File: src/rtl/pc8e_reader_pkg.sv
// Shared constants for the PC8E high-speed reader: IOT decode fields,
// major-state codes and the receiver state encoding.
package pc8e_reader_pkg;

  localparam logic [4:0] MS_IOT  = 5'd0;
  localparam logic [2:0] OP_IOT  = 3'o6;
  localparam logic [5:0] DEV_RDR = 6'o01;
  localparam logic [5:0] DEV_PCE = 6'o02;

  // Function field of a reader IOT; RSF/RRB/RFC are single bits and combine.
  localparam logic [2:0] FN_RPE = 3'd0;
  localparam logic [2:0] FN_RSF = 3'd1;
  localparam logic [2:0] FN_RRB = 3'd2;
  localparam logic [2:0] FN_RFC = 3'd4;

  typedef enum logic [2:0] {
    RX_IDLE,
    RX_START,
    RX_DATA,
    RX_STOP,
    RX_BREAK
  } rx_state_t;

endpackage

File: src/rtl/pc8e_reader_if.sv
// CPU I/O path as seen by the reader: IOT request in, bus/skip/irq back.
interface pc8e_reader_if;
  logic [4:0]  state;
  logic [0:11] instruction;
  logic        UF;
  logic [0:11] reader_bus;
  logic        skip;
  logic        interrupt;

  modport master (output state, instruction, UF, input reader_bus, skip, interrupt);
  modport slave  (input state, instruction, UF, output reader_bus, skip, interrupt);
endinterface

File: src/rtl/pc8e_reader_fifo.sv
// Small synchronous FIFO with wrap-bit pointers; a push into a full FIFO is
// accepted only when a pop frees a slot in the same cycle.
module pc8e_fifo #(
  parameter int DATA_W = 8,
  parameter int DEPTH  = 4
) (
  input  logic              clk,
  input  logic              resetn,
  input  logic              flush,
  input  logic              push,
  input  logic              pop,
  input  logic [DATA_W-1:0] din,
  output logic [DATA_W-1:0] dout,
  output logic              full,
  output logic              empty
);
  localparam int AW = $clog2(DEPTH);

  logic [DATA_W-1:0] mem [DEPTH];
  logic [AW:0]       wptr, rptr;
  logic              do_push, do_pop;

  assign empty   = (wptr == rptr);
  assign full    = (wptr[AW] != rptr[AW]) && (wptr[AW-1:0] == rptr[AW-1:0]);
  assign do_pop  = pop & ~empty;
  assign do_push = push & (~full | do_pop);
  assign dout    = mem[rptr[AW-1:0]];

  always_ff @(posedge clk or negedge resetn) begin
    if (!resetn) begin
      wptr <= '0;
      rptr <= '0;
    end else if (flush) begin
      wptr <= '0;
      rptr <= '0;
    end else begin
      if (do_push) wptr <= wptr + 1'b1;
      if (do_pop)  rptr <= rptr + 1'b1;
    end
  end

  always_ff @(posedge clk) begin
    if (do_push && !flush) mem[wptr[AW-1:0]] <= din;
  end

endmodule

File: src/rtl/pc8e_reader.sv
// PC8E high-speed paper-tape reader: 8N1 deserialiser feeding a FIFO, with
// bytes handed to the CPU one per RFC through the IOT interface.
module pc8e_reader
  import pc8e_reader_pkg::*;
#(
  parameter int          CLKS_PER_BIT = 868,
  parameter int          FIFO_DEPTH   = 4,
  parameter logic [4:0]  IOT_STATE    = MS_IOT,
  parameter logic [5:0]  DEV          = DEV_RDR
) (
  input  logic          clk,
  input  logic          resetn,
  input  logic          clear,
  pc8e_reader_if.slave  bus,
  input  logic          rx_tape,
  output logic          overrun,
  output logic          frm_err
);
  localparam int             BW        = $clog2(CLKS_PER_BIT);
  localparam logic [BW-1:0]  BIT_LAST  = BW'(CLKS_PER_BIT - 1);
  localparam logic [BW-1:0]  HALF_LAST = BW'(CLKS_PER_BIT / 2 - 1);

  logic [2:0]  fn;
  logic        iot_ok, iot_q, iot_edge, rdr_sel, pce_sel;
  logic        do_rpe, do_rsf, do_rrb, do_rfc;
  logic [7:0]  rb;
  logic        flag, int_en, fetch_pend;
  logic        rx_meta, rx_s;
  rx_state_t   rx_st, rx_st_n;
  logic [BW-1:0] baud, baud_n;
  logic [2:0]  bit_idx, bit_idx_n;
  logic [7:0]  shreg, shreg_n;
  logic        rx_push, rx_ferr;
  logic        fifo_full, fifo_empty, pop;
  logic [7:0]  fifo_dout;

  assign fn       = bus.instruction[9:11];
  assign iot_ok   = (bus.state == IOT_STATE) && (bus.instruction[0:2] == OP_IOT) && !bus.UF;
  assign rdr_sel  = iot_ok && (bus.instruction[3:8] == DEV);
  assign pce_sel  = iot_ok && (bus.instruction[3:8] == DEV_PCE) && (fn == FN_RPE);
  assign iot_edge = iot_ok & ~iot_q;
  assign do_rpe   = rdr_sel && (fn == FN_RPE);
  assign do_rsf   = rdr_sel && |(fn & FN_RSF);
  assign do_rrb   = rdr_sel && |(fn & FN_RRB);
  assign do_rfc   = rdr_sel && |(fn & FN_RFC);

  assign bus.reader_bus = do_rrb ? {4'b0000, rb} : 12'o0000;
  assign bus.skip       = do_rsf & flag;
  assign bus.interrupt  = flag & int_en;

  // Pops wait out the IOT edge cycle so the flag set lands after any RRB clear.
  assign pop = fetch_pend & ~fifo_empty & ~iot_edge & ~clear;

  always_ff @(posedge clk or negedge resetn) begin
    if (!resetn) begin
      iot_q      <= 1'b0;
      rb         <= '0;
      flag       <= 1'b0;
      int_en     <= 1'b0;
      fetch_pend <= 1'b0;
      overrun    <= 1'b0;
      frm_err    <= 1'b0;
    end else begin
      iot_q <= iot_ok;
      if (clear) begin
        flag       <= 1'b0;
        int_en     <= 1'b0;
        fetch_pend <= 1'b0;
        overrun    <= 1'b0;
        frm_err    <= 1'b0;
      end else begin
        if (iot_edge && do_rpe)  int_en <= 1'b1;
        if (iot_edge && pce_sel) int_en <= 1'b0;
        if (pop) begin
          rb         <= fifo_dout;
          flag       <= 1'b1;
          fetch_pend <= 1'b0;
        end else begin
          if (iot_edge && (do_rrb || do_rfc)) flag <= 1'b0;
          if (iot_edge && do_rfc) fetch_pend <= 1'b1;
        end
        if (rx_push && fifo_full && !pop) overrun <= 1'b1;
        if (rx_ferr) frm_err <= 1'b1;
      end
    end
  end

  // Receiver: two-flop synchroniser, then mid-bit sampling FSM.
  always_ff @(posedge clk or negedge resetn) begin
    if (!resetn) begin
      rx_meta <= 1'b1;
      rx_s    <= 1'b1;
      rx_st   <= RX_IDLE;
      baud    <= '0;
      bit_idx <= '0;
      shreg   <= '0;
    end else begin
      rx_meta <= rx_tape;
      rx_s    <= rx_meta;
      rx_st   <= rx_st_n;
      baud    <= baud_n;
      bit_idx <= bit_idx_n;
      shreg   <= shreg_n;
    end
  end

  always_comb begin
    rx_st_n   = rx_st;
    baud_n    = baud + 1'b1;
    bit_idx_n = bit_idx;
    shreg_n   = shreg;
    rx_push   = 1'b0;
    rx_ferr   = 1'b0;
    unique case (rx_st)
      RX_IDLE: begin
        baud_n = '0;
        if (!rx_s) rx_st_n = RX_START;
      end
      RX_START: begin
        if (baud == HALF_LAST) begin
          baud_n    = '0;
          bit_idx_n = '0;
          rx_st_n   = rx_s ? RX_IDLE : RX_DATA;
        end
      end
      RX_DATA: begin
        if (baud == BIT_LAST) begin
          baud_n    = '0;
          shreg_n   = {rx_s, shreg[7:1]};
          bit_idx_n = bit_idx + 1'b1;
          if (bit_idx == 3'd7) rx_st_n = RX_STOP;
        end
      end
      RX_STOP: begin
        if (baud == BIT_LAST) begin
          baud_n  = '0;
          rx_push = rx_s;
          rx_ferr = ~rx_s;
          rx_st_n = rx_s ? RX_IDLE : RX_BREAK;
        end
      end
      RX_BREAK: begin
        baud_n = '0;
        if (rx_s) rx_st_n = RX_IDLE;
      end
      default: rx_st_n = RX_IDLE;
    endcase
  end

  pc8e_fifo #(.DATA_W(8), .DEPTH(FIFO_DEPTH)) u_fifo (
    .clk    (clk),
    .resetn (resetn),
    .flush  (clear),
    .push   (rx_push),
    .pop    (pop),
    .din    (shreg),
    .dout   (fifo_dout),
    .full   (fifo_full),
    .empty  (fifo_empty)
  );

endmodule

File: src/flat_wrapper.sv
// flat-port wrapper written by rule: the top's interface ports become plain ports
module pc8e_reader_flat import pc8e_reader_pkg::*;
#(
  parameter int          CLKS_PER_BIT = 868,
  parameter int          FIFO_DEPTH   = 4,
  parameter logic [4:0]  IOT_STATE    = MS_IOT,
  parameter logic [5:0]  DEV          = DEV_RDR
)
  (clk, resetn, clear, rx_tape, overrun, frm_err, bus_state, bus_instruction, bus_UF, bus_reader_bus, bus_skip, bus_interrupt);
  pc8e_reader_if bus_i ();
  input  logic clk;
  input  logic resetn;
  input  logic clear;
  input  logic rx_tape;
  output logic overrun;
  output logic frm_err;
  input wire logic [$bits(bus_i.state)-1:0] bus_state;
  input wire logic [$bits(bus_i.instruction)-1:0] bus_instruction;
  input wire logic [$bits(bus_i.UF)-1:0] bus_UF;
  output wire logic [$bits(bus_i.reader_bus)-1:0] bus_reader_bus;
  output wire logic [$bits(bus_i.skip)-1:0] bus_skip;
  output wire logic [$bits(bus_i.interrupt)-1:0] bus_interrupt;
  assign bus_i.state = bus_state;
  assign bus_i.instruction = bus_instruction;
  assign bus_i.UF = bus_UF;
  assign bus_reader_bus = bus_i.reader_bus;
  assign bus_skip = bus_i.skip;
  assign bus_interrupt = bus_i.interrupt;
  pc8e_reader #(.CLKS_PER_BIT(CLKS_PER_BIT), .FIFO_DEPTH(FIFO_DEPTH), .IOT_STATE(IOT_STATE), .DEV(DEV)) u_core (.clk(clk), .resetn(resetn), .clear(clear), .bus(bus_i), .rx_tape(rx_tape), .overrun(overrun), .frm_err(frm_err));
endmodule
File: config.mk
export PLATFORM = sky130hd
export DESIGN_NAME = pc8e_reader_flat
export DESIGN_NICKNAME = d
export VERILOG_FILES = /design/src/rtl/pc8e_reader_pkg.sv /design/src/rtl/pc8e_reader_if.sv /design/src/rtl/pc8e_reader_fifo.sv /design/src/rtl/pc8e_reader.sv /design/src/flat_wrapper.sv
export SDC_FILE = /design/constraint.sdc
export NUM_CORES = 1
export LEC_CHECK = 0
export CAP_MARGIN = 30
export CORE_ASPECT_RATIO = 0.8
export CORE_UTILIZATION = 55
export DETAILED_ROUTE_END_ITERATION = 10
export GPL_ROUTABILITY_DRIVEN = 0
export PLACE_DENSITY = 0.85
export SKIP_LAST_GASP = 1
export SYNTH_ARGS = -nofsm -noshare
export SYNTH_HDL_FRONTEND = slang
export SYNTH_SLANG_ARGS = --single-unit
File: constraint.sdc
create_clock -name clk -period 3.6 [get_ports clk]
set_input_delay 1.08 -clock clk [delete_from_list [all_inputs] [get_ports clk]]
set_output_delay 1.08 -clock clk [all_outputs]
set_load 0.03 [all_outputs]
==> metrics <==
outcome=finished, final reports clean; Final Skew=13.31 ps; mux contribution to synthesized area=10.96%; # fillers=453; fraction of layout cells with a size suffix above 1=25.91%; CTS Buffer Depth=2; drt drc=0; period utilisation layout=97.41%; Synth Area in Simple Gates=17.26%; CP Launch Type=input pin; pin slew with the least headroom to its limit=778.1 ps; Yosys cell types=59; Setup Fix Bufs, Post-CTS=0; Core Rows=26; largest family of logic cells by synthesized area=simple AND/OR/NAND/NOR gates; worst r2r src=u_core.baud[0]$_DFF_PN0_; share of the synthesized area in the top cell type=29.22%; Hold Violations, Final=0; number of flops mapped to enable cells by yosys=32; Max Fclk=0.2852 GHz; LEAKAGE=1.976 nW; detailed placement HPWL=4523 microns; crit path max fanout=8; Hold Crit Class=flip-flop to flip-flop; Vias=2349; Seq. cell area=2115 sq um; final setup violation count=0; Yosys warnings=0; switching portion of total power=22.51%; post-layout min period=3507 ps; WHS=359.0 ps; R2R depth=5; Pre-antenna DRT Iters=4; Syn Std Cell Area=3769 sq um; Synth Register Bits=78; die footprint=7189 sq um; CP startpoint=bus_instruction[7]; Clk pwr share=40.6%; vias per cell=5.701; drt total wl=6414 microns; critical path class=input pin to output pin; total gr overflow=0; Power Density=371.4 nW/um^2; Max-slew headroom=47.94%; Pint=0.001279 W; Critical Path RT=2520 ps; Skew-Pair Late Insertion Delay=350 ps; GRT Total Usage=19.89%; core area=6506 sq um; crit path capture type=output pin; Seq/Total Area, Yosys=56.11%; I/O Buffers=33; sequential power share=55.9%; global-route wire length before repair=11000 microns; Iter 0 DRT Violations=116; Final Max Tran Viols=0; TNS Setup=0 ps; die height=76.04 microns; post-synthesis adder-cell area fraction=2.988%; Area contributors post-synth=dfrtp_1 29%, edfxtp_1 25%, mux4_1 5.6%, mux2_2 5.4%, ha_1 3.0%; synth-to-layout area growth=17.90%; largest net degree at the start of global routing=26; P_sw=0.0003714 W; Root Buffer=clkbuf_8; initial antenna violation count=0; htree depth=3; Compound-Gate Fraction of Synth Area=6.375%; CP Capture Point=bus_reader_bus[0]; Post-synth ARST share=58.97%; Worst R2R End=u_core.shreg[7]$_DFFE_PN0P_; vias in the first global route=2318; routed len/inst=15.57 microns; Diodes inserted=0; CTS clk-pin slew, worst paths=80 ps; max_cap viols=0; Syn Area/Cell=13.36 sq um; CTS tree=yes; Ports=38; Multi-input gate area=1559 sq um; die width=94.55 microns; Post-Synth XOR/XNOR Area=2.556%; arrival time worst endpoint=2430 ps; reg2reg setup slack=1150 ps; Synth area leader=dfrtp_1; Post-layout nets=354; Peak VDD IR=256.4 uV; Antenna Nets Post-Route=0; Cells after Synth=282; Comb power frac=3.5%; CTS Sinks=78; cts bufs inserted=9; top_reg_cell synth=dfrtp_1; Starting Density=57.92%
metal layers:
| layer | GRT usage [%] | share of wire, % | vias up |
|---|---|---|---|
| met3 | 4.691 | 4.1 | 10 |
| li1 | - | - | 1138 |
| met4 | 6.061 | 1.1 | 0 |
| met2 | 31.45 | 50 | 55 |
| met1 | 27.42 | 45 | 1146 |
| met5 | 0 | 0 | - |
flip-flops by register name, summed over array words and instances, names as in the netlist:
register            flops
u_core.rx_s             1
u_core.rb               8
u_core.baud            10
u_core.shreg            8
u_core.fetch_pend       1
u_core.u_fifo.mem      32
u_core.flag             1
u_core.rx_meta          1
u_core.frm_err          1
u_core.rx_st            3
u_core.bit_idx          3
u_core.overrun          1
u_core.int_en           1
u_core.iot_q            1
u_core.u_fifo.wptr      3
u_core.u_fifo.rptr      3
Yosys cell counts, drive strengths merged, types with 6 or more instances:
cell type,instances
a21oi,6
and2,16
buf,7
clkbuf,12
dfrtp,44
edfxtp,32
ha,9
inv,9
mux2,18
mux4,8
nand2,14
nand3,12
nor2,11
nor3,17
xor2,6
repair_timing:
item                       in CTS  in global routing
pin swaps                       6                  2
setup endpoints to repair       9                  9
hold buffers                    0                  0
resized for setup              34                  3
cell type report:
class,instances,area share [%]
flip-flops and latches,78,47.59
multi-input cells,179,35.09
repair buffers,46,9.603
clock buffers,9,2.788
well taps,84,2.366
clock inverters,7,1.802
inverters,9,0.7603
metrics by stage:
step                      util, %  area, sq um   power, W  setup slack (ps)  cells
after floorplan                 -         3780  0.0009610             5.175    285
after global placement      64.15         4174  0.0009989            -205.9    395
after detailed placement    64.46         4194   0.001003            -249.1    396
after CTS                   68.17         4436   0.001656             13.73    412
after global routing        68.29         4443   0.001711            -34.58    412
final                       68.29         4443   0.001650             93.24    412
cells by family after synthesis:
family / count (synthesis)
AO/OA/AOI/OAI: 28
AND/OR/NAND/NOR: 101
XOR/XNOR: 11
buffers and inverters: 28
other: 1
adder cells (fa/ha/maj): 9
multiplexers: 26
flip-flops: 78
power by group through the flow:
stage                     Combinational, W  Clock [W]  Sequential [W]
after global placement           0.0000580          0        0.000941
after floorplan                  0.0000203          0        0.000941
final                            0.0000581   0.000670        0.000922
after detailed placement         0.0000619          0        0.000941
after global routing             0.0000645   0.000724        0.000923
after CTS                        0.0000591   0.000675        0.000922
cell usage in the layout, fill, tap and decap left out, drive strengths merged, types with 3 or more instances in the layout:
| master | n |
|---|---|
| buf | 26 |
| o211ai | 3 |
| a21oi | 6 |
| inv | 13 |
| nor2b | 3 |
| xor2 | 6 |
| or3 | 3 |
| xnor2 | 5 |
| edfxtp | 32 |
| o2111ai | 3 |
| clkbuf | 9 |
| nor2 | 11 |
| dfrtp | 44 |
| dlygate4sd2 | 5 |
| nor3 | 17 |
| mux2 | 18 |
| clkdlybuf4s50 | 12 |
| conb | 4 |
| mux4 | 8 |
| nand2 | 14 |
| and2 | 16 |
| ha | 9 |
| nand4 | 4 |
| nand3 | 12 |
worst max-delay path: stages:
cell,delay (ps)
buf_2,100
or4_4,530
nand3b_4,180
nor3_2,100
buf_4,170
and2_4,150
buf_6,120
worst min-delay path by stage:
stage                              from  slack (ps)                     to  cells after the start
2_1_floorplan  u_core.rx_meta$_DFF_PN1_         350  u_core.rx_s$_DFF_PN1_                      0
3_3_place_gp   u_core.rx_meta$_DFF_PN1_         350  u_core.rx_s$_DFF_PN1_                      0
3_5_place_dp   u_core.rx_meta$_DFF_PN1_         350  u_core.rx_s$_DFF_PN1_                      0
4_1_cts        u_core.rx_meta$_DFF_PN1_         360  u_core.rx_s$_DFF_PN1_                      0
5_1_grt        u_core.rx_meta$_DFF_PN1_         370  u_core.rx_s$_DFF_PN1_                      0
6_report       u_core.rx_meta$_DFF_PN1_         360  u_core.rx_s$_DFF_PN1_                      0
(Power assumes the default switching activity.)
